===== src/rtl/itcm_pkg.sv =====
// Shared types and constants for the ITCM AXI read slave: response/burst codes,
// read FSM states, R-beat record and the AR error decoder.
package itcm_pkg;

    localparam int INST_ADDR_WIDTH = 32;
    localparam int INST_DATA_WIDTH = 32;
    localparam int ITCM_ID_WIDTH   = 4;

    localparam logic [1:0] RESP_OKAY   = 2'b00;
    localparam logic [1:0] RESP_SLVERR = 2'b10;
    localparam logic [1:0] RESP_DECERR = 2'b11;

    localparam logic [1:0] BURST_FIXED = 2'b00;
    localparam logic [1:0] BURST_INCR  = 2'b01;

    localparam logic [2:0] SIZE_WORD   = 3'b010;

    typedef enum logic {
        IDLE,
        BURST
    } rd_state_e;

    typedef struct packed {
        logic [ITCM_ID_WIDTH-1:0]   id;
        logic [INST_DATA_WIDTH-1:0] data;
        logic [1:0]                 resp;
        logic                       last;
    } r_beat_t;

    // Window check takes priority over protocol errors; one code covers the whole burst.
    function automatic logic [1:0] decode_err(
        input logic [INST_ADDR_WIDTH-1:0] addr,
        input logic [2:0]                 size,
        input logic [1:0]                 burst,
        input logic [INST_ADDR_WIDTH-1:0] base,
        input logic [INST_ADDR_WIDTH:0]   win_bytes
    );
        logic [INST_ADDR_WIDTH:0] end_addr;
        end_addr = {1'b0, base} + win_bytes;
        if ((addr < base) || ({1'b0, addr} >= end_addr))
            return RESP_DECERR;
        if ((size != SIZE_WORD) || ((burst != BURST_FIXED) && (burst != BURST_INCR)) ||
            (addr[1:0] != 2'b00))
            return RESP_SLVERR;
        return RESP_OKAY;
    endfunction

endpackage


===== src/rtl/itcm_axi_rd_slave_rbuf.sv =====
// Two-entry FIFO of R beats; the head entry drives the AXI R channel.
// Push and pop in the same cycle are legal even when full.
module itcm_rbuf
    import itcm_pkg::*;
(
    input  logic       clk,
    input  logic       rst_n,
    input  logic       push,
    input  r_beat_t    push_beat,
    input  logic       pop,
    output r_beat_t    head,
    output logic       full,
    output logic       empty,
    output logic [1:0] count
);

    logic       wr_ptr_reg;
    logic       rd_ptr_reg;
    logic [1:0] count_reg;

    generate
        for (genvar gi = 0; gi < 2; gi++) begin : g_entry
            r_beat_t entry_reg;
            always_ff @(posedge clk or negedge rst_n) begin
                if (!rst_n)
                    entry_reg <= '0;
                else if (push && (wr_ptr_reg == 1'(gi)))
                    entry_reg <= push_beat;
            end
        end
    endgenerate

    always_ff @(posedge clk or negedge rst_n) begin
        if (!rst_n) begin
            wr_ptr_reg <= 1'b0;
            rd_ptr_reg <= 1'b0;
            count_reg  <= 2'd0;
        end else begin
            if (push)
                wr_ptr_reg <= ~wr_ptr_reg;
            if (pop)
                rd_ptr_reg <= ~rd_ptr_reg;
            count_reg <= count_reg + {1'b0, push} - {1'b0, pop};
        end
    end

    assign head  = rd_ptr_reg ? g_entry[1].entry_reg : g_entry[0].entry_reg;
    assign count = count_reg;
    assign full  = (count_reg == 2'd2);
    assign empty = (count_reg == 2'd0);

endmodule


===== src/rtl/itcm_axi_rd_slave.sv =====
// AXI4 read-only slave in front of the instruction TCM SRAM. One beat per cycle,
// in-order, with a one-stage SRAM read pipe feeding a 2-entry R buffer.
module itcm_axi_rd_slave
    import itcm_pkg::*;
#(
    parameter int                         MEM_DEPTH = 4096,
    parameter logic [INST_ADDR_WIDTH-1:0] BASE_ADDR = 32'h8000_0000,
    parameter int                         ID_WIDTH  = ITCM_ID_WIDTH
) (
    input  logic                         clk,
    input  logic                         rst_n,
    input  logic [ID_WIDTH-1:0]          S_AXI_ARID,
    input  logic [INST_ADDR_WIDTH-1:0]   S_AXI_ARADDR,
    input  logic [7:0]                   S_AXI_ARLEN,
    input  logic [2:0]                   S_AXI_ARSIZE,
    input  logic [1:0]                   S_AXI_ARBURST,
    input  logic                         S_AXI_ARVALID,
    output logic                         S_AXI_ARREADY,
    output logic [ID_WIDTH-1:0]          S_AXI_RID,
    output logic [INST_DATA_WIDTH-1:0]   S_AXI_RDATA,
    output logic [1:0]                   S_AXI_RRESP,
    output logic                         S_AXI_RLAST,
    output logic                         S_AXI_RVALID,
    input  logic                         S_AXI_RREADY,
    output logic                         sram_ce_o,
    output logic [$clog2(MEM_DEPTH)-1:0] sram_addr_o,
    input  logic [INST_DATA_WIDTH-1:0]   sram_rdata_i
);

    localparam int AW = $clog2(MEM_DEPTH);
    localparam logic [INST_ADDR_WIDTH:0] WIN_BYTES = (INST_ADDR_WIDTH+1)'(4 * MEM_DEPTH);

    rd_state_e             state_reg, state_next;
    logic                  arready_en_reg;
    logic [ID_WIDTH-1:0]   id_reg;
    logic [AW-1:0]         addr_reg;
    logic [7:0]            cnt_reg;
    logic [1:0]            burst_reg;
    logic [1:0]            resp_reg;

    // Beat issued last cycle; its SRAM data (if any) is on sram_rdata_i now.
    logic                  pipe_valid_reg;
    logic [ID_WIDTH-1:0]   pipe_id_reg;
    logic [1:0]            pipe_resp_reg;
    logic                  pipe_last_reg;
    logic                  pipe_read_reg;

    logic                  ar_ready;
    logic                  ar_hs;
    logic                  issue;
    logic                  credit_ok;
    logic [AW-1:0]         ar_word;
    logic [1:0]            ar_err;

    r_beat_t               pipe_beat;
    r_beat_t               buf_head;
    r_beat_t               r_beat;
    logic                  buf_full, buf_empty;
    logic [1:0]            buf_count;
    logic                  fifo_pop, bypass_pop, buf_push;
    logic [2:0]            occ_next;

    assign ar_word = S_AXI_ARADDR[AW+1:2] - BASE_ADDR[AW+1:2];
    assign ar_err  = decode_err(S_AXI_ARADDR, S_AXI_ARSIZE, S_AXI_ARBURST, BASE_ADDR, WIN_BYTES);

    // With an empty buffer the pipe beat goes straight to R, giving AR->R in two cycles.
    assign pipe_beat.id   = pipe_id_reg;
    assign pipe_beat.data = pipe_read_reg ? sram_rdata_i : '0;
    assign pipe_beat.resp = pipe_resp_reg;
    assign pipe_beat.last = pipe_last_reg;

    assign fifo_pop   = !buf_empty && S_AXI_RREADY;
    assign bypass_pop = buf_empty && pipe_valid_reg && S_AXI_RREADY;
    assign buf_push   = pipe_valid_reg && !bypass_pop && (!buf_full || fifo_pop);

    // A new beat may issue only if the buffer can still absorb it next cycle without a pop.
    assign occ_next  = {1'b0, buf_count} + {2'b00, buf_push} - {2'b00, fifo_pop};
    assign credit_ok = (occ_next <= 3'd1);

    always_comb begin
        state_next = state_reg;
        ar_ready   = 1'b0;
        issue      = 1'b0;
        case (state_reg)
            IDLE: begin
                ar_ready = arready_en_reg;
            end
            BURST: begin
                issue = credit_ok;
                if (issue && (cnt_reg == 8'd0)) begin
                    state_next = IDLE;
                    ar_ready   = arready_en_reg;
                end
            end
            default: state_next = IDLE;
        endcase
        if (ar_ready && S_AXI_ARVALID)
            state_next = BURST;
    end

    assign ar_hs = ar_ready && S_AXI_ARVALID;

    always_ff @(posedge clk or negedge rst_n) begin
        if (!rst_n) begin
            state_reg      <= IDLE;
            arready_en_reg <= 1'b0;
            id_reg         <= '0;
            addr_reg       <= '0;
            cnt_reg        <= 8'd0;
            burst_reg      <= BURST_FIXED;
            resp_reg       <= RESP_OKAY;
            pipe_valid_reg <= 1'b0;
            pipe_id_reg    <= '0;
            pipe_resp_reg  <= RESP_OKAY;
            pipe_last_reg  <= 1'b0;
            pipe_read_reg  <= 1'b0;
        end else begin
            state_reg      <= state_next;
            arready_en_reg <= 1'b1;
            pipe_valid_reg <= issue;
            if (issue) begin
                pipe_id_reg   <= id_reg;
                pipe_resp_reg <= resp_reg;
                pipe_last_reg <= (cnt_reg == 8'd0);
                pipe_read_reg <= (resp_reg == RESP_OKAY);
            end
            if (ar_hs) begin
                id_reg    <= S_AXI_ARID;
                addr_reg  <= ar_word;
                cnt_reg   <= S_AXI_ARLEN;
                burst_reg <= S_AXI_ARBURST;
                resp_reg  <= ar_err;
            end else if (issue) begin
                cnt_reg <= cnt_reg - 8'd1;
                if (burst_reg == BURST_INCR)
                    addr_reg <= addr_reg + 1'b1;
            end
        end
    end

    itcm_rbuf u_rbuf (
        .clk       (clk),
        .rst_n     (rst_n),
        .push      (buf_push),
        .push_beat (pipe_beat),
        .pop       (fifo_pop),
        .head      (buf_head),
        .full      (buf_full),
        .empty     (buf_empty),
        .count     (buf_count)
    );

    assign r_beat = buf_empty ? pipe_beat : buf_head;

    assign S_AXI_ARREADY = ar_ready;
    assign S_AXI_RVALID  = !buf_empty || pipe_valid_reg;
    assign S_AXI_RID     = r_beat.id;
    assign S_AXI_RDATA   = r_beat.data;
    assign S_AXI_RRESP   = r_beat.resp;
    assign S_AXI_RLAST   = r_beat.last;
    assign sram_ce_o     = issue && (resp_reg == RESP_OKAY);
    assign sram_addr_o   = addr_reg;

endmodule


===== config.mk =====
export PLATFORM = sky130hd
export DESIGN_NAME = itcm_axi_rd_slave
export DESIGN_NICKNAME = d
export VERILOG_FILES = /design/src/rtl/itcm_pkg.sv /design/src/rtl/itcm_axi_rd_slave_rbuf.sv /design/src/rtl/itcm_axi_rd_slave.sv
export SDC_FILE = /design/constraint.sdc
export NUM_CORES = 1
export LEC_CHECK = 0
export CORE_AREA = 5 5 106 207
export DETAILED_ROUTE_END_ITERATION = 10
export DIE_AREA = 0 0 111 212
export SYNTH_ARGS = -nofsm -noshare
export SYNTH_HDL_FRONTEND = slang
export SYNTH_SLANG_ARGS = --single-unit

===== constraint.sdc =====
create_clock -name clk -period 3.65 [get_ports clk]
set_input_delay 0.73 -clock clk [delete_from_list [all_inputs] [get_ports clk]]
set_output_delay 0.73 -clock clk [all_outputs]
set_load 0.05 [all_outputs]

==> results.json <==
{
  "synthCells": 612,
  "rsz0062_at_grt": "false",
  "ys_top_cells_by_area": "dfrtp_1, nand2_1, o21ai_0, mux2_2, a211oi_1",
  "nFillCells": 2009,
  "grt_first_pass_wirelength_mm": 26.50,
  "ys_seq_elements": 121,
  "fin_worst_skew_ns": 0.01468,
  "htree_levels": 4,
  "area.sequential_sq_um": 3030,
  "worstPathCellList": "dlygate4sd2_1, buf_4, xnor2_2, o21a_1, ha_2, fa_2, nor2b_2, nand2_2, nor3_4, buf_12",
  "final.setup.tns_ns": 0,
  "vias_per_cell": 4.623,
  "synth_top_family_by_area": "simple AND/OR/NAND/NOR gates",
  "tightest_slew_ns": 0.6716,
  "synth-adder-area-share_pct": 1.185,
  "final_cell_area_sq_um": 8426,
  "area_growth_pct": 42.49,
  "grt_pass1_vias": 5152,
  "synthMuxAreaShare_pct": 7.258,
  "synth_cell_type_count": 48,
  "gp_congestion": 0.8157,
  "drive_above_1_share_pct": 14.56,
  "fin_nets": 846,
  "firstDrtPassIters": 4,
  "antenna_found_initial": 0,
  "arrival_ns": 2.80,
  "synth_most_common_cell": "nand2_1",
  "clock-root-buffer": "clkbuf_16",
  "syn_area_sq_um": 5913,
  "power.density_nw_per_um2": 1062,
  "synth_top_area_cell": "dfrtp_1",
  "die-height_um": 212,
  "p_switching_uw": 4089,
  "ys_seq_area_share_pct": 51.21,
  "cts_hold_buf": 0,
  "rows": 74,
  "cts_sinks": 121,
  "final_hold_viol_count": 0,
  "grt.overflow.total": 0,
  "synth_flop_cell": "dfrtp_1",
  "critPathCaptureType": "primary output",
  "drt-total-wl_mm": 15.77,
  "slowest_stage": "fa_2",
  "die_w_um": 111,
  "cts_buffers": 17,
  "startpoint_type": "input pin",
  "drc_errors": 0,
  "p_int_uw": 4861,
  "combinationalPowerShare_pct": 54.3,
  "yosys_warnings": 0,
  "fin_cells": 1035,
  "endpoint": "sram_ce_o",
  "reg2reg_depth": 12,
  "ios": 139,
  "synth_commonest_cells": "nand2_1, dfrtp_1, o21ai_0",
  "dp_hpwl_mm": 11.26,
  "required_ns": 2.92,
  "dp.cells": 1002,
  "routedWlPerCell_um": 15.23,
  "synth.net_count": 702,
  "switching_share_pct": 45.69,
  "crit_path_max_incr_delay_ns": 0.46,
  "holdWs_ns": 0.3494,
  "worst_setup_hold_path_clk_slew_ns": 0.06,
  "min_path_type": "in -> async",
  "track_usage_pct": 14.12,
  "diodes": 0,
  "synthArstFlopShare_pct": 100.0,
  "maxCapViolCount": 0,
  "setup_viol": 0,
  "fin_crit_ns": 3.529,
  "relSlewSlack_pct": 55.23,
  "power.share.clock_pct": 19.4,
  "synth-compound-area-share_pct": 16.10,
  "p_seq_share_pct": 26.3,
  "cts_tree": "yes",
  "clkLatencyLatePin_ns": 0.42,
  "start_util_pct": 29.16,
  "clockBufferDepth": 2,
  "vias": 4785,
  "multi_input_area_sq_um": 2743,
  "ir_worst_vdd_mv": 0.6398,
  "core_sq_um": 20280,
  "initialDrtViolationCount": 178,
  "place_area_sq_um": 7764,
  "path_class": "in -> out",
  "regToRegEndpoint": "cnt_reg[7]",
  "fmax_mhz": 283.4,
  "r2r_start": "u_rbuf.count[0]",
  "status": "finished clean",
  "r2r_setup_slack_ns": 0.41,
  "largest_reg_flops": 78,
  "syn_avg_cell_area_sq_um": 9.662,
  "p_leak_uw": 0.003488,
  "maxSlewViolCount": 0,
  "synth.top_cell.area_share_pct": 51.21,
  "die-area_sq_um": 23530,
  "crit_start": "S_AXI_RREADY",
  "cp_max_fo": 3,
  "final_antenna_net_count": 0,
  "grt_max_degree": 79,
  "synth_edf_count": 0,
  "synthXorXnorAreaFrac_pct": 2.962,
  "synth-simple-area-share_pct": 17.77,
  "period_share_pct": 96.68,
  "io_buffer_count": 138
}
-- how the worst min path moves through the flow --
stage	from	end	slack [ns]
floorplan	rst_n	arready_en_reg	0.43
global placement	id_reg[0]	pipe_id_reg[0]	0.44
detailed placement	id_reg[0]	pipe_id_reg[0]	0.45
CTS	rst_n	u_rbuf.g_entry[1].entry_reg[9]	0.37
global route	rst_n	u_rbuf.g_entry[1].entry_reg[9]	0.40
finish	rst_n	u_rbuf.g_entry[1].entry_reg[9]	0.35
-- area by class of cell --
class                      count  share of cell area [%]
timing repair buffer         166                   19.81
tap                          266                   3.950
clock buffer                  17                   5.049
clock inverter                15                   2.272
sequential                   121                   35.97
inverter                       9                  0.4010
multi-input combinational    441                   32.55
-- worst max-delay path, delay by kind of cell --
kind / cells / cell delay [ns]
fa+ha+maj: 2 / 0.64
buf+inv: 3 / 0.57
simple gates: 3 / 0.50
compound gates: 1 / 0.21
xor+xnor: 1 / 0.13
-- metrics by stage --
step	setup slack (ns)	utilization [%]	total power (uW)
floorplan	-0.07865	-	5588
detailed placement	-0.2662	38.29	7258
global route	0.02314	41.55	9566
finish	0.1211	41.55	8949
global placement	-0.2072	38.29	7202
CTS	0.08915	41.57	9103
-- kinds of logic (layout without fill, tap and decap cells) --
family	Yosys count	count (layout)
AOI/OAI and AO/OA	162	162
other	1	1
and+or+nand+nor	216	216
muxes	37	37
DFF	121	121
buffers and inverters	50	207
xor gates and xnor gates	20	20
adders and majority gates	5	5
-- power groups by stage --
stage,Sequential (uW),Combinational [uW],Clock (uW)
after floorplan,2490,3100,0
after global placement,2360,4840,0
after detailed placement,2370,4880,0
after CTS,2350,4960,1790
after global routing,2450,5270,1850
final,2350,4860,1740
-- cells in the final DEF, fill, tap and decap left out, types with 3 or more instances in the layout --
master	count
a211oi_1	32
a21oi_1	43
buf_12	7
buf_4	25
bufinv_16	3
clkbuf_16	17
clkdlybuf4s50_1	132
clkinv_4	5
clkinvlp_4	3
dfrtp_1	119
ha_1	3
inv_1	8
inv_6	4
mux2_2	23
mux2_4	6
mux2i_1	8
nand2_1	126
nand3_1	6
nand4_1	8
nor2b_1	32
nor3_1	14
nor4_1	5
nor4b_1	3
o21ai_0	73
xnor2_1	15
-- repair_timing --
action / in CTS / in global routing
resized for setup: 10 / 2
pin swaps: 5 / 6
gates cloned: 0 / 0
endpoints found under the setup margin: 3 / 2
setup buffers: 2 / 0
-- layer usage --
metal	vias up	wire length [um]	share of wire, %	GRT usage [%]
li1	2429	-	-	-
met1	2245	5774	37	14.42
met5	-	0	0	0
met3	22	461	2.9	2.478
met2	89	9145	58	27.92
met4	0	387	2.5	5.697
(Power assumes the default switching activity.)
